--- src/rtl/hazard_stall_controller.sv ---
// Hazard/stall sequencer for the 5-stage pipeline: load-use and HI/LO
// interlocks, branch-taken flush, MDU busy tracking and a stall counter.
module hazard_stall_controller #(
  parameter int MULT_CYCLES = 4,
  parameter int DIV_CYCLES  = 32,
  parameter int STAT_W      = 16
) (
  input  logic              clk,
  input  logic              rst_n,
  input  logic [4:0]        id_rs,
  input  logic [4:0]        id_rt,
  input  logic              id_uses_rt,
  input  logic              id_uses_hilo,
  input  logic              ex_mem_read,
  input  logic [4:0]        ex_rt,
  input  logic              ex_branch_taken,
  input  logic              mdu_start,
  input  logic              mdu_div,
  input  logic              stat_clr,
  output logic              pc_write,
  output logic              ifid_write,
  output logic              ifid_flush,
  output logic              idex_bubble,
  output logic              mdu_busy,
  output logic [STAT_W-1:0] stall_cycles
);

  localparam int MAX_CYC = (MULT_CYCLES > DIV_CYCLES) ? MULT_CYCLES : DIV_CYCLES;
  localparam int CNT_W   = (MAX_CYC > 1) ? $clog2(MAX_CYC) : 1;
  localparam logic [CNT_W-1:0]  MULT_LD  = CNT_W'(MULT_CYCLES - 1);
  localparam logic [CNT_W-1:0]  DIV_LD   = CNT_W'(DIV_CYCLES - 1);
  localparam logic [STAT_W-1:0] STAT_ONE = STAT_W'(1);

  typedef enum logic {IDLE, BUSY} mdu_state_e;

  mdu_state_e        state_q, state_d;
  logic [CNT_W-1:0]  mdu_cnt_q, mdu_cnt_d;
  logic [STAT_W-1:0] stall_cycles_q, stall_cycles_d;
  logic              load_use, hilo_stall, stall, busy;

  assign busy = (state_q == BUSY);

  // MDU next state: start only accepted in IDLE; BUSY counts down to zero
  always_comb begin
    state_d   = state_q;
    mdu_cnt_d = mdu_cnt_q;
    case (state_q)
      IDLE: if (mdu_start) begin
        state_d   = BUSY;
        mdu_cnt_d = mdu_div ? DIV_LD : MULT_LD;
      end
      BUSY: if (mdu_cnt_q != '0) mdu_cnt_d = mdu_cnt_q - 1'b1;
            else                 state_d   = IDLE;
      default: begin
        state_d   = IDLE;
        mdu_cnt_d = '0;
      end
    endcase
  end

  // MDU state registers; branch flush deliberately does not touch them
  always_ff @(posedge clk) begin
    if (!rst_n) begin
      state_q   <= IDLE;
      mdu_cnt_q <= '0;
    end else begin
      state_q   <= state_d;
      mdu_cnt_q <= mdu_cnt_d;
    end
  end

  // Hazard detection; a taken branch squashes the dependent instruction
  always_comb begin
    load_use   = ex_mem_read && (ex_rt != 5'd0) &&
                 ((ex_rt == id_rs) || (id_uses_rt && (ex_rt == id_rt)));
    hilo_stall = busy && id_uses_hilo;
    stall      = (load_use || hilo_stall) && !ex_branch_taken;
  end

  // Pipeline control: reset, then flush, then stall, then normal flow
  always_comb begin
    pc_write    = 1'b1;
    ifid_write  = 1'b1;
    ifid_flush  = 1'b0;
    idex_bubble = 1'b0;
    if (!rst_n) begin
      pc_write    = 1'b0;
      ifid_write  = 1'b0;
      ifid_flush  = 1'b1;
      idex_bubble = 1'b1;
    end else if (ex_branch_taken) begin
      ifid_flush  = 1'b1;
      idex_bubble = 1'b1;
    end else if (stall) begin
      pc_write    = 1'b0;
      ifid_write  = 1'b0;
      idex_bubble = 1'b1;
    end
  end

  // Stall counter next value: clear wins, increment saturates at all-ones
  always_comb begin
    stall_cycles_d = stall_cycles_q;
    if (stat_clr)                      stall_cycles_d = '0;
    else if (stall && !(&stall_cycles_q)) stall_cycles_d = stall_cycles_q + STAT_ONE;
  end

  // Stall counter register
  always_ff @(posedge clk) begin
    if (!rst_n) stall_cycles_q <= '0;
    else        stall_cycles_q <= stall_cycles_d;
  end

  assign mdu_busy     = rst_n && busy;
  assign stall_cycles = stall_cycles_q;

endmodule
--- config.mk ---
export PLATFORM = sky130hd
export DESIGN_NAME = hazard_stall_controller
export DESIGN_NICKNAME = d
export VERILOG_FILES = /design/src/rtl/hazard_stall_controller.sv
export SDC_FILE = /design/constraint.sdc
export NUM_CORES = 1
export LEC_CHECK = 0
export CAP_MARGIN = 20
export CORE_MARGIN = 3
export CORE_UTILIZATION = 43
export CTS_CLUSTER_DIAMETER = 120
export DETAILED_ROUTE_END_ITERATION = 8
export DONT_BUFFER_PORTS = 1
export SLEW_MARGIN = 25
export SYNTH_ARGS = -nofsm -noshare
export SYNTH_HDL_FRONTEND = slang
export SYNTH_SLANG_ARGS = --single-unit
--- constraint.sdc ---
create_clock -name clk -period 5.5 [get_ports clk]
set_input_delay 1.1 -clock clk [delete_from_list [all_inputs] [get_ports clk]]
set_output_delay 1.1 -clock clk [all_outputs]
set_load 0.005 [all_outputs]
# After elaboration in Yosys (flattened, before gate mapping)
# Cells that the tools add are included.
[word_totals]
latch_bits = 0
ram_bits = 0
word_cells = 42
ff_bits = 22
memories = 0
mem_bits_ro = 0
output_inout_bits = 21
[classes]
mul = 0
n_eq_ne = 4
reduce_logical = 16
n_shift = 0
magnitude_cmp = 0
div_mod_pow = 0
n_mux = 15
bitwise_logic = 2
n_addsub = 2
[op_table]
columns = ["cell", "n"]
rows = [
  ["16-bit by 1-bit adder with 16-bit output, second input constant", 1],
  ["16-bit AND reduction", 1],
  ["5-bit 2-to-1 mux", 3],
  ["5-bit equality test", 2],
  ["1-bit 2-to-1 mux", 10],
  ["5-bit one-hot mux with 2 select lines", 1],
  ["5-bit nonzero test", 2],
  ["1-bit logical AND", 7],
  ["5-bit by 1-bit subtractor with 5-bit output, second input constant", 1],
  ["1-bit zero test", 2],
  ["1-bit logical OR", 2],
  ["2-bit by 1-bit != test with 1-bit output, second input constant", 1],
  ["2-bit != test, second input constant", 1],
  ["1-bit inverter", 2],
  ["1-bit one-hot mux with 2 select lines", 1],
  ["2-bit AND reduction", 1],
  ["2-bit OR reduction", 1],
]

# Longest topological paths before layout
# Gate-level depths: netlist (run 1).
[logic_depth]
word_depth = 9
mapped_depth = 7

# Least setup slack after synthesis (run 1)
# OpenSTA, ideal clock, no wires.
[synth_timing]
path_kind = "input to output"
startpoint = "in ex_rt[1]"
endpoint = "out pc_write"
setup_slack_ps = 1984
path_buffers = 1
arrival_ps = 2416
stages = 6
path_cell_list = "or4_1 > o21ai_2 > nand2b_1 > o22ai_1 > nor2b_1 > buf_4"
[synth_between]
elab_chain_len = 9
[synth_lines]
columns = ["element", "line_no", "source"]
rows = [
  ["start: declaration", "15", "input logic [4:0] ex_rt,"],
  ["5-bit equality test", "75", "((ex_rt == id_rs) || (id_uses_rt && (ex_rt == id_rt)));"],
  ["1-bit logical AND", "75", ""],
  ["1-bit logical OR", "75", ""],
  ["1-bit logical AND *", "74", "load_use = ex_mem_read && (ex_rt != 5'd0) &&"],
  ["1-bit logical OR *", "77", "stall = (load_use || hilo_stall) && !ex_branch_taken;"],
  ["1-bit logical AND *", "77", ""],
  ["1-bit 2-to-1 mux * (3 in a row)", "n/a", ""],
  ["end: declaration", "20", "output logic pc_write,"],
]
# Every way passes the cells marked *; elsewhere a longest branch is shown, timed or not.

# Final worst setup path (run 1)
[layout_timing]
startpoint = "in ex_rt[1]"
endpoint = "out ifid_write"
[layout_between]
elab_chain_len = 9
[layout_lines]
columns = ["element", "line_no", "source"]
rows = [
  ["5-bit equality test", "75", ""],
  ["1-bit logical AND", "75", ""],
  ["1-bit logical OR", "75", ""],
  ["1-bit logical AND *", "74", ""],
  ["1-bit logical OR *", "77", ""],
  ["1-bit logical AND *", "77", ""],
  ["1-bit 2-to-1 mux *", "94", "end else if (stall) begin"],
  ["1-bit 2-to-1 mux *", "91", "end else if (ex_branch_taken) begin"],
  ["1-bit 2-to-1 mux *", "86", "if (!rst_n) begin"],
  ["end: declaration", "21", "output logic ifid_write,"],
]
# Marked as above.

==> results.toml, run 1 <==
[worst_setup_path]
rr_endpoint = "stall_cycles[14]"
crit_fanout = 7
worstPathCellList = "or4_1 > o21ai_2 > nand2b_1 > o22ai_1 > nor2b_1"
arrival_ps = 2410
worst-path-buf-inv = 0
rr_worst_depth = 6
cp_slowest_cell = "or4_1"
reg2reg_from = "stall_cycles[0]"
cpPeakStageDelay_ps = 530
critPathTopFamily = "simple AND/OR/NAND/NOR gates"
crit_cells = 5
crit_path_start_kind = "input pin"
crit_required_ps = 4400
crit_type = "input pin to output port"
startpoint = "ex_rt[1]"
endpoint = "ifid_write"
regToRegSetupSlack_ps = 3350
end_kind = "output port"

[logic_synthesis]
syn_area_per_cell_um2 = 8.42
synth_enable_flop_cells = 0
synth_flop_cell = "dfxtp_1"
yosys_warnings = 0
syn-num-nets = 191
synthCells = 164
ys_async_sr_fraction = 0
ys_seq_area_frac = 0.319
synth_seq_cells = 22
netlist_area_um2 = 1380
ys_types = 48

[timing]
final-max-slew-violation-count = 0
tightestPinTransition_ps = 483
max_freq_ghz = 0.285
relSlewSlack = 0.678
skew_ps = 11.9
period_needed_ps = 3510
period_share = 0.638
grt_setup_unrepaired = "false"
setup_viol = 0
hold_viol = 0
worst_hold_slack_ps = 507
tns_ps = 0

[global_routing]
antenna_found_initial = 0
grt_pass1_wl_mm = 5.08
gr-total-overflow = 0
grt_pass1_vias = 1108
grt_use_total = 0.156
grt_max_degree = 17

[power]
p_sw_frac = 0.252
p_per_area_nw_per_um2 = 242
power.switching_uw = 87.8
power.internal_uw = 261
pwr-share-comb = 0.142
p_leak_nw = 0.470
pwr-share-seq = 0.488
clockPowerShare = 0.370
max-vdd-ir-drop_uv = 122

[drt]
via_per_inst = 5.75
routed_wl_mm = 2.96
dr.first_iter.drc_count = 89
vias = 1178
ant_nets = 0
wire_per_inst_um = 14.4
drtPass1Iterations = 4
drcViolationCount = 0

[cts]
clock_path_buffers = 2
cts.sinks = 22
cts_tree = "built"
cts_hold_buf = 0
root_buffer = "clkbuf_4"
cts.clk_slew.worst_paths_ps = 140
post_cts_resized = 0
insertion_delay_ps = 330
cts_setup_buffers = 0
htree_num_levels = 1
numCtsBuffers = 3

[floorplan]
die_w_um = 62.7
die_y_um = 62.7
num_io_pins = 45
coreArea_um2 = 2900
start_util = 0.476
dieArea_um2 = 3930
rows = 19

[placement]
numPortBuffers = 0
dp_hpwl_mm = 2.31
globalplace.congestion = 0.865

[layout]
fill_cells = 306
register_area_um2 = 440
final_nets = 191
area_delta_synth_final_pct = 4.44
drive_gt1_frac = 0.0736
multi_input_area_um2 = 871
antenna_cells = 0

[job]
cap_violations = 0

[min_path]
hp-class = "register to register"

[run_status]
status = "finished clean"
state kept, by name, summed over array words and instances (netlist names):
signal        cells
stall_cycles     16
busy              1
mdu_cnt_q         5
kinds of logic (layout without fill, tap and decap cells):
| kind of cell | Yosys count | after routing | synth area share |
|---|---|---|---|
| simple gates | 72 | 72 | 0.297 |
| compound gates | 39 | 39 | 0.202 |
| flops | 22 | 22 | 0.319 |
| xor+xnor | 13 | 13 | 0.0824 |
| buf+inv | 12 | 11 | 0.0507 |
| fa+ha+maj | 3 | 3 | 0.0272 |
| mux | 3 | 3 | 0.0217 |
power groups by stage:
stage               combinational, mW  sequential (mW)  clock (mW)
floorplan                      0.0448            0.172           0
global placement               0.0481            0.173           0
detailed placement             0.0499            0.174           0
CTS                            0.0500            0.170       0.132
global route                   0.0563            0.171       0.139
finish                         0.0494            0.170       0.129
how the worst min path moves through the flow:
stage | from | cells past startpoint | end
after floorplan | mdu_cnt_q[1] | 2 | mdu_cnt_q[1]
after global placement | mdu_cnt_q[1] | 2 | mdu_cnt_q[1]
after detailed placement | mdu_cnt_q[1] | 2 | mdu_cnt_q[1]
after CTS | mdu_cnt_q[1] | 2 | mdu_cnt_q[1]
after global routing | mdu_cnt_q[1] | 2 | mdu_cnt_q[1]
final | mdu_cnt_q[1] | 2 | mdu_cnt_q[1]
metrics by stage:
step / utilization / setup WS, ps / instance area, um2 / std cells / total power, mW
4_1_cts: 0.497 / 1990 / 1440 / 205 / 0.353
2_1_floorplan: - / 1980 / 1380 / 164 / 0.217
5_1_grt: 0.497 / 1840 / 1440 / 205 / 0.367
3_5_place_dp: 0.479 / 1990 / 1390 / 201 / 0.224
3_3_place_gp: 0.479 / 2010 / 1390 / 201 / 0.222
6_report: 0.497 / 1990 / 1440 / 205 / 0.349
worst reg2reg max path, cell delays in order, from the launching register on:
cell	delay, ps
dfxtp_1	390
ha_1	300
and3_4	190
a221oi_4	320
nand2_2	240
or4_1	520
a21oi_1	140
per-layer routing:
metal | vias up | part of all wire | routed length [um] | GRT usage
met2 | 41 | 0.45 | 1340 | 0.254
met5 | - | 0 | 0 | 0
met4 | 0 | 0.014 | 40 | 0.0468
met1 | 533 | 0.44 | 1300 | 0.183
li1 | 597 | - | - | -
met3 | 7 | 0.095 | 280 | 0.0683
final cells by class:
type                    instances  share of cell area
multi-input cells             130               0.604
well taps                      42              0.0364
flip-flops and latches         22               0.305
clock buffers                   3              0.0156
inverters                       7              0.0182
clock inverters                 1              0.0208
cell usage in the layout, fill, tap and decap left out, drive strengths merged, types with 6 or more instances in the layout:
cell	count
o21ai	9
dfxtp	22
xnor2	13
inv	7
and2	10
nand2	13
and3	6
nor2	8
nand3	10
a21oi	11
synthesized netlist by cell type, drive strengths merged (2+ instances only):
master  count  area [um2]
a21oi      11        58.8
and3        6        42.5
a31oi       3        18.8
nor2        8        30.0
buf         3        30.0
mux2i       3        30.0
dfxtp      22         440
or4         5        37.5
and2       10        62.6
inv         7        26.3
nor2b       5        31.3
or3         3        18.8
xnor2      13         114
nand4       4        25.0
nand3      10        50.1
ha          3        37.5
o31ai       2        15.0
nand2      13        58.8
nor3        3        15.0
o21ai       9        48.8
No activity file was read; power rests on OpenSTA's default activity.
==> inputs of run 2 (changes only) <==
==> constraint.sdc (replaced) <==
create_clock -name clk -period 3 [get_ports clk]
set_input_delay 0.6 -clock clk [delete_from_list [all_inputs] [get_ports clk]]
set_output_delay 0.6 -clock clk [all_outputs]
set_load 0.005 [all_outputs]
==> results of run 2 <==
The final DEF is identical to that of run 1. Status: finished clean.
Among the figures that moved: setup slack after placement 1990 ps -> 487 ps; setup slack after layout 1990 ps -> 493 ps; hold slack 507 ps -> 363 ps; register-to-register setup slack 3350 ps -> 850 ps; total power 0.349 mW -> 0.639 mW; worst IR drop on VDD 122 uV -> 224 uV
==> inputs of run 3 (changes only) <==
==> constraint.sdc (replaced) <==
create_clock -name clk -period 2.1 [get_ports clk]
set_input_delay 0.42 -clock clk [delete_from_list [all_inputs] [get_ports clk]]
set_output_delay 0.42 -clock clk [all_outputs]
set_load 0.005 [all_outputs]
==> run 3 against run 2 <==
  * Flip-flop and latch count did not move
  * Clock-buffer cell count did not move
  * Worst setup slack got worse by 400 ps
  * First-iteration DRC count fell by 63%
  * Clock skew rose by 2.5 ps
  * Largest cell class unchanged
  * Largest power group unchanged
==> results.toml, run 3 (synthesis results as in run 1) <==
[cts]
clock_path_buffers = 2
cts.sinks = 22
cts.clk_slew.worst_paths_ps = 140
numCtsBuffers = 3
cts_tree = "built"
insertion_delay_ps = 320
root_buffer = "clkbuf_4"
htree_num_levels = 1
cts_hold_buf = 0

[timing]
skew_ps = 14.3
setup_ws_ps = 94.1
worst_hold_slack_ps = 215
relSlewSlack = 0.682
setup_viol = 0
tightestPinTransition_ps = 476
period_share = 0.955
max_freq_ghz = 0.499
period_needed_ps = 2010
final-max-slew-violation-count = 0
grt_setup_unrepaired = "false"
hold_viol = 0
tns_ps = 0

[layout]
fill_cells = 294
antenna_cells = 0
area_delta_synth_final_pct = 10.6
register_area_um2 = 440
layout_commonest_cell = "dfxtp_1"
final_nets = 198
multi_input_area_um2 = 903
drive_gt1_frac = 0.135
largest_register_ffs = 16
mostFrequentLayoutCells = "22 x dfxtp_1, 13 x xnor2_1, 11 x nand2_1"
fin_util = 0.527
post_layout_nonfiller_instances = 212
final_cell_area_um2 = 1530

[global_routing]
grt_pass1_wl_mm = 5.42
antenna_found_initial = 0
grt_max_degree = 17
grt_use_total = 0.168
gr-total-overflow = 0
grt_pass1_vias = 1221

[worst_setup_path]
crit_cells = 6
crit_path_start_kind = "register"
reg2reg_from = "stall_cycles[15]"
worstPathCellList = "and3_1 > and3_4 > a221oi_4 > nand2_4 > or4_1 > a21oi_1"
crit_fanout = 16
end_kind = "register"
rr_worst_depth = 6
critPathTopFamily = "simple AND/OR/NAND/NOR gates"
crit_type = "register to register"
arrival_ps = 2270
startpoint = "stall_cycles[15]"
cp_slowest_cell = "or4_1"
cpPeakStageDelay_ps = 500
worst-path-buf-inv = 0
crit_required_ps = 2360
regToRegSetupSlack_ps = 90

[drt]
wire_per_inst_um = 14.6
drtPass1Iterations = 4
via_per_inst = 5.83
ant_nets = 0
routed_wl_mm = 3.09
dr.first_iter.drc_count = 33
drcViolationCount = 0
vias = 1236

[floorplan]
die_w_um = 62.7
die_y_um = 62.7
rows = 19
coreArea_um2 = 2900
num_io_pins = 45
start_util = 0.476
dieArea_um2 = 3930

[placement]
globalplace.congestion = 0.814
dp_hpwl_mm = 2.46
dpl_worst_slack_ps = 114
numPortBuffers = 0
place_area_um2 = 1470
dp_cells = 208

[job]
cap_violations = 0

[min_path]
hold_start = "rst_n"
hold_depth = 2
hp-class = "input pin to register"

[power]
p_per_area_nw_per_um2 = 600
p_leak_nw = 0.527
finalPower_uw = 917
max-vdd-ir-drop_uv = 272

[run_status]
status = "finished clean"
==> run 3: cell types whose count changed in the layout (fill, tap and decap cells not counted), sizes merged <==
| cell | delta |
|---|---|
| buf | +7 |
==> run 3: routing by layer <==
layer | share of wire | GRT usage | up-vias
li1 | - | - | 609
met1 | 0.45 | 0.209 | 581
met2 | 0.45 | 0.266 | 40
met3 | 0.075 | 0.0504 | 6
met4 | 0.017 | 0.0744 | 0
met5 | 0 | 0 | -
==> run 3: worst paths after layout <==
kind,endpoint
hold / removal,mdu_cnt_q[1]
setup / recovery,stall_cycles[14]
hold reg to reg,mdu_cnt_q[1]
setup reg to reg,stall_cycles[14]
==> run 3: cell type report <==
cell class	instances	share of cell area
sequential	22	0.288
clock inverter	1	0.0197
inverter	7	0.0172
clock buffer	3	0.0147
tap	42	0.0344
timing repair buffer	7	0.0344
multi-input combinational	130	0.591
==> run 3: where the power goes <==
part / total (mW) / switching, mW / internal (mW)
Sequential: 0.443 / 0.0113 / 0.432
Clock: 0.331 / 0.138 / 0.193
Combinational: 0.143 / 0.0776 / 0.0655
==> run 3: timing repair <==
item                       4_1_cts  5_1_grt
setup buffers                    0        0
setup endpoints to repair        0        2
gates resized for setup          0        1
==> run 3: worst register-to-register path: stages (launching register included) <==
cell      delay (ps)
dfxtp_1          380
and3_1           230
and3_4           190
a221oi_4         340
nand2_4          160
or4_1            500
a21oi_1          140
